$ cat config.mk
export PLATFORM = sky130hd
export DESIGN_NAME = hamming_engine_flat
export DESIGN_NICKNAME = d
export VERILOG_FILES = /design/src/rtl/hamming_pkg.sv /design/src/rtl/hamming_engine_if.sv /design/src/rtl/hamming_core.sv /design/src/rtl/hamming_engine.sv /design/src/flat_wrapper.sv
export SDC_FILE = /design/constraint.sdc
export NUM_CORES = 1
export LEC_CHECK = 0
export ABC_AREA = 1
export CELL_PAD_IN_SITES_DETAIL_PLACEMENT = 1
export CELL_PAD_IN_SITES_GLOBAL_PLACEMENT = 1
export CORE_MARGIN = 5
export CORE_UTILIZATION = 39
export CTS_CLUSTER_SIZE = 10
export DETAILED_ROUTE_END_ITERATION = 8
export MAX_ROUTING_LAYER = met4
export PLACE_DENSITY = 0.79
export SLEW_MARGIN = 20
export SYNTH_ARGS = -nofsm -noshare
export SYNTH_HDL_FRONTEND = slang
export SYNTH_SLANG_ARGS = --single-unit
$ cat constraint.sdc
create_clock -name clk -period 3.75 [get_ports clk]
set_clock_uncertainty 0.15 [all_clocks]
set_input_delay 0.75 -clock clk [delete_from_list [all_inputs] [get_ports clk]]
set_output_delay 0.75 -clock clk [all_outputs]
set_load 0.005 [all_outputs]
$ cat src/rtl/hamming_pkg.sv
// Shared types, flag encodings and parity helpers for the SECDED Hamming(16,11) engine.
package hamming_pkg;

  localparam int DATA_W = 11;
  localparam int CODE_W = 16;

  typedef enum logic [2:0] {
    ST_IDLE = 3'd0,
    ST_RDL  = 3'd1,
    ST_RDH  = 3'd2,
    ST_CALC = 3'd3,
    ST_WRL  = 3'd4,
    ST_WRH  = 3'd5,
    ST_DONE = 3'd6
  } state_t;

  typedef enum logic {
    MODE_ENCODE = 1'b0,
    MODE_DECODE = 1'b1
  } mode_t;

  localparam logic [1:0] FLAG_CLEAN = 2'b00;
  localparam logic [1:0] FLAG_SEC   = 2'b01;
  localparam logic [1:0] FLAG_DED   = 2'b10;

  // Returns {p8, p4, p2, p1} for data bits d[11:1].
  function automatic logic [3:0] calc_parity(input logic [11:1] d);
    logic p8, p4, p2, p1;
    p8 = ^d[11:5];
    p4 = (^d[11:8]) ^ (^d[4:2]);
    p2 = d[11] ^ d[10] ^ d[7] ^ d[6] ^ d[4] ^ d[3] ^ d[1];
    p1 = d[11] ^ d[9]  ^ d[7] ^ d[5] ^ d[4] ^ d[2] ^ d[1];
    return {p8, p4, p2, p1};
  endfunction

  // Hamming position of data bit d_i: d1 sits at 3, d2..d4 at 5..7, d5..d11 at 9..15.
  function automatic logic [3:0] data_pos(input int unsigned i);
    if (i == 1)      return 4'd3;
    else if (i <= 4) return 4'(i + 3);
    else             return 4'(i + 4);
  endfunction

endpackage

$ cat src/rtl/hamming_engine_if.sv
// Host/memory bundle of the Hamming engine: job request, status and byte-wide data memory.
interface hamming_engine_if #(
  parameter int ADDR_W = 8
) ();

  logic                  req;
  hamming_pkg::mode_t    mode;
  logic [ADDR_W-1:0]     src_base;
  logic [ADDR_W-1:0]     dst_base;
  logic [ADDR_W-1:0]     mem_addr;
  logic [7:0]            mem_wdata;
  logic                  mem_we;
  logic [7:0]            mem_rdata;
  logic                  busy;
  logic                  ack;
  logic [7:0]            sec_cnt;
  logic [7:0]            ded_cnt;

  // Host side: issues jobs and answers memory reads.
  modport master (
    output req, mode, src_base, dst_base, mem_rdata,
    input  mem_addr, mem_wdata, mem_we, busy, ack, sec_cnt, ded_cnt
  );

  // Engine side.
  modport slave (
    input  req, mode, src_base, dst_base, mem_rdata,
    output mem_addr, mem_wdata, mem_we, busy, ack, sec_cnt, ded_cnt
  );

endinterface

$ cat src/rtl/hamming_core.sv
// Combinational SECDED core: 11-bit data -> 16-bit codeword, and 16-bit codeword -> corrected data + flag.
module hamming_core
  import hamming_pkg::*;
(
  input  logic [DATA_W-1:0] enc_data,
  output logic [CODE_W-1:0] enc_code,
  input  logic [CODE_W-1:0] dec_code,
  output logic [DATA_W-1:0] dec_data,
  output logic [1:0]        dec_flag
);

  logic [11:1] enc_d;
  logic [3:0]  enc_p;

  assign enc_d = enc_data;
  assign enc_p = calc_parity(enc_d);

  // Bit k of the codeword is Hamming position k; bit 0 carries overall parity p16.
  assign enc_code = {enc_d[11:5], enc_p[3], enc_d[4:2], enc_p[2], enc_d[1],
                     enc_p[1], enc_p[0], ^{enc_d, enc_p}};

  logic [11:1] rx_d;
  logic [3:0]  syn;
  logic        q;

  assign rx_d = {dec_code[15:9], dec_code[7:5], dec_code[3]};
  assign syn  = {dec_code[8], dec_code[4], dec_code[2], dec_code[1]} ^ calc_parity(rx_d);
  assign q    = ^dec_code;

  // A single error at a parity position (or at p16 when syn is 0) leaves data untouched.
  always_comb begin
    // NOTE: every output gets a default first, so no path leaves it unassigned and no latch is inferred.
    dec_data = rx_d;
    dec_flag = FLAG_CLEAN;
    if (q) begin
      dec_flag = FLAG_SEC;
      for (int i = 1; i <= DATA_W; i++) begin
        if (syn == data_pos(i)) dec_data[i-1] = ~rx_d[i];
      end
    end else if (syn != 4'd0) begin
      dec_flag = FLAG_DED;
    end
  end

endmodule

$ cat src/rtl/hamming_engine.sv
// Memory-to-memory SECDED job engine: reads MSG_COUNT 16-bit messages, encodes or corrects each, writes them back.
module hamming_engine
  import hamming_pkg::*;
#(
  parameter int MSG_COUNT = 15,
  parameter int ADDR_W    = 8
) (
  input  logic             clk,
  input  logic             reset,
  hamming_engine_if.slave  bus
);

  localparam logic [6:0]        LAST_IDX = 7'(MSG_COUNT - 1);
  localparam logic [ADDR_W-1:0] ADDR_ONE = ADDR_W'(1);

  state_t            state;
  logic [6:0]        idx;
  mode_t             mode_q;
  logic [ADDR_W-1:0] src_q;
  logic [ADDR_W-1:0] dst_q;
  logic [7:0]        lo_q;
  logic [15:0]       res_q;
  logic [7:0]        sec_q;
  logic [7:0]        ded_q;

  logic [ADDR_W-1:0] offset;
  logic [CODE_W-1:0] enc_code;
  logic [DATA_W-1:0] dec_data;
  logic [1:0]        dec_flag;

  assign offset = ADDR_W'({idx, 1'b0});

  // The high byte is consumed straight off mem_rdata in CALC, so only the low byte is held.
  hamming_core u_core (
    .enc_data (DATA_W'({bus.mem_rdata[2:0], lo_q})),
    .enc_code (enc_code),
    .dec_code ({bus.mem_rdata, lo_q}),
    .dec_data (dec_data),
    .dec_flag (dec_flag)
  );

  always_ff @(posedge clk) begin
    // NOTE: state registers use non-blocking assignments so every flop samples pre-edge values.
    if (reset) begin
      state  <= ST_IDLE;
      idx    <= '0;
      mode_q <= MODE_ENCODE;
      src_q  <= '0;
      dst_q  <= '0;
      lo_q   <= '0;
      res_q  <= '0;
      sec_q  <= '0;
      ded_q  <= '0;
    end else begin
      case (state)
        ST_IDLE: begin
          if (bus.req) begin
            state  <= ST_RDL;
            idx    <= '0;
            mode_q <= bus.mode;
            src_q  <= bus.src_base;
            dst_q  <= bus.dst_base;
            sec_q  <= '0;
            ded_q  <= '0;
          end
        end
        ST_RDL: state <= ST_RDH;
        ST_RDH: begin
          lo_q  <= bus.mem_rdata;
          state <= ST_CALC;
        end
        ST_CALC: begin
          if (mode_q == MODE_ENCODE) begin
            res_q <= enc_code;
          end else begin
            res_q <= {dec_flag, 3'b000, dec_data};
            if (dec_flag == FLAG_SEC && sec_q != 8'hFF) sec_q <= sec_q + 8'd1;
            if (dec_flag == FLAG_DED && ded_q != 8'hFF) ded_q <= ded_q + 8'd1;
          end
          state <= ST_WRL;
        end
        ST_WRL: state <= ST_WRH;
        ST_WRH: begin
          if (idx == LAST_IDX) begin
            state <= ST_DONE;
          end else begin
            idx   <= idx + 7'd1;
            state <= ST_RDL;
          end
        end
        ST_DONE: state <= ST_IDLE;
        default: state <= ST_IDLE;
      endcase
    end
  end

  // Addresses outside the read/write states are parked at 0 so reset values hold while idle.
  always_comb begin
    bus.mem_we    = 1'b0;
    bus.mem_addr  = '0;
    bus.mem_wdata = '0;
    case (state)
      ST_RDL: bus.mem_addr = src_q + offset;
      ST_RDH: bus.mem_addr = src_q + offset + ADDR_ONE;
      ST_WRL: begin
        bus.mem_we    = 1'b1;
        bus.mem_addr  = dst_q + offset;
        bus.mem_wdata = res_q[7:0];
      end
      ST_WRH: begin
        bus.mem_we    = 1'b1;
        bus.mem_addr  = dst_q + offset + ADDR_ONE;
        bus.mem_wdata = res_q[15:8];
      end
      default: ;
    endcase
  end

  assign bus.busy    = (state != ST_IDLE);
  assign bus.ack     = (state == ST_DONE);
  assign bus.sec_cnt = sec_q;
  assign bus.ded_cnt = ded_q;

endmodule

$ cat src/flat_wrapper.sv
// flat-port wrapper written by rule: the top's interface ports become plain ports
module hamming_engine_flat import hamming_pkg::*;
#(
  parameter int MSG_COUNT = 15,
  parameter int ADDR_W    = 8
)
  (clk, reset, bus_req, bus_mode, bus_src_base, bus_dst_base, bus_mem_rdata, bus_mem_addr, bus_mem_wdata, bus_mem_we, bus_busy, bus_ack, bus_sec_cnt, bus_ded_cnt);
  hamming_engine_if #(.ADDR_W(ADDR_W)) bus_i ();
  input  logic clk;
  input  logic reset;
  input wire logic [$bits(bus_i.req)-1:0] bus_req;
  input wire logic [$bits(bus_i.mode)-1:0] bus_mode;
  input wire logic [$bits(bus_i.src_base)-1:0] bus_src_base;
  input wire logic [$bits(bus_i.dst_base)-1:0] bus_dst_base;
  input wire logic [$bits(bus_i.mem_rdata)-1:0] bus_mem_rdata;
  output wire logic [$bits(bus_i.mem_addr)-1:0] bus_mem_addr;
  output wire logic [$bits(bus_i.mem_wdata)-1:0] bus_mem_wdata;
  output wire logic [$bits(bus_i.mem_we)-1:0] bus_mem_we;
  output wire logic [$bits(bus_i.busy)-1:0] bus_busy;
  output wire logic [$bits(bus_i.ack)-1:0] bus_ack;
  output wire logic [$bits(bus_i.sec_cnt)-1:0] bus_sec_cnt;
  output wire logic [$bits(bus_i.ded_cnt)-1:0] bus_ded_cnt;
  assign bus_i.req = bus_req;
  assign bus_i.mode = bus_mode;
  assign bus_i.src_base = bus_src_base;
  assign bus_i.dst_base = bus_dst_base;
  assign bus_i.mem_rdata = bus_mem_rdata;
  assign bus_mem_addr = bus_i.mem_addr;
  assign bus_mem_wdata = bus_i.mem_wdata;
  assign bus_mem_we = bus_i.mem_we;
  assign bus_busy = bus_i.busy;
  assign bus_ack = bus_i.ack;
  assign bus_sec_cnt = bus_i.sec_cnt;
  assign bus_ded_cnt = bus_i.ded_cnt;
  hamming_engine #(.MSG_COUNT(MSG_COUNT), .ADDR_W(ADDR_W)) u_core (.clk(clk), .reset(reset), .bus(bus_i));
endmodule
==> run summary <==
RSZ-0062 raised after global routing = yes
layout cell share with drive strength beyond 1 = 0.0917
grt ovf = 0
worst r2r src = u_core.lo_q[7]
Cell variety after synth = 42
max-slew violation count = 0
top_reg_cell synth = dfxtp_1
Slowest cell on crit path = dfxtp_2
setup violators final = 0
Pre-Repair DR Iteration Count = 4
post-synth top area share = 0.272
top cells by area, synth = dfxtp_1, nand2_1, a21oi_1, nand3_1, inv_1
Worst setup SP type = flop
drc violations = 0
Row Count = 41
Area growth syn-to-layout = 24.4%
VDD IR max = 0.000275 V
buffers added on ports = 62
Final min period = 3620 ps
Max Cap Viol = 0
core area = 12500 um^2
P per Cell Area = 551 nW/um^2
initial core utilization = 0.394
die area = 15000 um^2
Mapped Avg Cell Area = 6.27 um^2
diode count = 0
layer with the highest usage = met2
Worst-Margin Slew = 799 ps
HPWL after detailed placement = 12800 um
Worst Hold Path EP = u_core.res_q[9]
R2R cell count = 15
Clock Path Buffers = 2
crit-path cells = ha_1, inv_1, fa_2, xnor2_2, nand2_1, o21ai_0, inv_1, nor2_2, nand2_1, nor2_2, nand3b_1, o221ai_1, dlygate4sd2_1
number of hold violations in the final report = 0
I/O pin cnt = 63
final setup TNS = 0 ps
dpl ws = 145 ps
RePlAce Congestion = 0.931
Final period util = 0.966
first-pass GRT wire length = 27800 um
CTS buffer count = 9
Die W = 123 um
vias in the first global route = 5623
FFs w/ async S/R, synth = 0
top achievable clock speed = 0.276 GHz
Leak = 0.00274 uW
Reg2Reg Setup Slack = 1160 ps
hold_sp = u_core.res_q[9]
Die Ht = 123 um
clk sinks = 67
CP delay by family, top = simple AND/OR/NAND/NOR gates
Syn Inst Count = 787
required time worst endpoint = 2850 ps
Final Util = 0.491
status = finished clean
post-route ant nets = 0
most frequent cell after synthesis = nand2_1
global-route met3 utilization = 0.0327
Nets = 893
Worst Hold Depth = 2
largest net degree at the start of global routing = 31
drt total wl = 16900 um
initial antenna violation count = 0
cell taking the most area after synthesis = dfxtp_1
Critical Setup Path Class = flop to primary output
syn nets = 834
Critical Path End Type = primary output
clk slew on worst S/H paths = 60 ps
worst rel slew slack = 0.466
CP peak stage delay = 370 ps
Worst Path Arrival = 2720 ps
synthesized flop and latch total = 67
slack of the critical path = 129 ps
vias per cell = 5.22
Mapped Area = 4940 um^2
worst-path fanout max = 3
gr usage total = 0.240
Post-DP Area = 5710 um^2
DR WL/cell = 16.5 um
clock latency on the worst-skew pair = 340 ps
initial DRC count = 268
post-route cell area = 6140 um^2
DR vias = 5335
Worst Hold Class = flop to flop
synth cell count leaders = nand2_1, inv_1, nor2_1
met2 usage = 0.407
CTS root buffer = clkbuf_16
Post-synth EDFFs = 0
CTS tree = yes
CTS Hold Bufs = 0
GR Util met1 = 0.293
sequential share of the synthesized area = 0.272
H-Tree Depth = 3
reg2reg end = u_core.res_q[6]
synthesis warning total = 0
Crit path buffers/inverters = 3
## worst max path at each step
stage	end	start	depth (start not counted)	slack, ps
global placement	bus_mem_addr[7]	u_core.idx[0]	14	200
floorplan	bus_mem_addr[6]	u_core.idx[0]	14	770
global route	bus_mem_addr[6]	u_core.idx[0]	15	-110
finish	bus_mem_addr[5]	u_core.idx[0]	13	130
detailed placement	bus_mem_addr[7]	u_core.idx[0]	14	150
CTS	bus_mem_addr[4]	u_core.src_q[1]	13	20
## state kept, by name (all words and copies together) (netlist names)
signal              count
u_core.bus.ded_cnt      8
u_core.src_q            8
u_core.mode_q           1
u_core.lo_q             8
u_core.res_q           16
u_core.idx              7
u_core.dst_q            8
u_core.bus.sec_cnt      8
u_core.state            3
## cells by family after synthesis
kind of cell    share of synthesized area
mux                               0.00203
fa+ha+maj                          0.0512
simple gates                        0.349
buf+inv                            0.0930
xor+xnor                           0.0778
flops                               0.272
compound gates                      0.155
## cell usage in the layout (no fill, tap or decap), types with 2 or more instances in the layout
cell type and count:
a21oi_1 63, a22o_1 8, o21ai_1 3, nand3b_1 4
nand3_1 58, clkbuf_16 9, ha_1 16, bufinv_16 3
or2_2 2, xor2_1 21, dfxtp_1 64, inv_6 2
dfxtp_2 3, xnor2_1 20, nand4_1 9, nor2_2 8
o21ai_0 47, xnor2_2 2, inv_2 8, nand2_1 237
nand2_4 3, a31oi_1 3, dlygate4sd2_1 3, nor3_1 6
nor2_1 67, clkdlybuf4s50_1 57, o221ai_1 4, inv_1 72
buf_4 16, nand2_2 9, o211ai_1 4
## metrics by stage
stage	cells	hold WS [ps]	total power (uW)
4_1_cts	1022	322	3390
6_report	1023	320	3380
3_5_place_dp	1002	311	2350
3_3_place_gp	1002	303	2300
5_1_grt	1023	348	3610
2_1_floorplan	787	295	1910
## timing repair
| item | CTS | global route |
|---|---|---|
| pin swaps | 3 | 3 |
| setup buffers | 4 | 1 |
| resized for setup | 17 | 7 |
| setup endpoints to repair | 4 | 5 |
## metal layers
layer / routed length (um) / vias up
met5: 0 / -
li1: - / 2663
met1: 7460 / 2554
met3: 456 / 29
met2: 8570 / 89
met4: 437 / 0
## tightest hold or removal path: stages (launching register included)
cell     delay, ps
dfxtp_1        310
nand2_1         60
a21oi_1         50
## where the power goes
| part | switching, uW | internal [uW] | total (uW) | leakage [uW] |
|---|---|---|---|---|
| Combinational | 954 | 485 | 1440 | 0.00202 |
| Clock | 363 | 656 | 1020 | 0.000167 |
| Sequential | 119 | 805 | 924 | 0.000547 |
| Total | 1440 | 1950 | 3380 | 0.00274 |
## layout make-up
cell class,count,area (um^2)
fill,1683,6380
multi-input combinational,607,3180
sequential,67,1350
timing repair buffer,78,734
inverter,83,315
clock buffer,9,225
tap,172,215
clock inverter,7,124
Power figures use the tool's default switching activity.
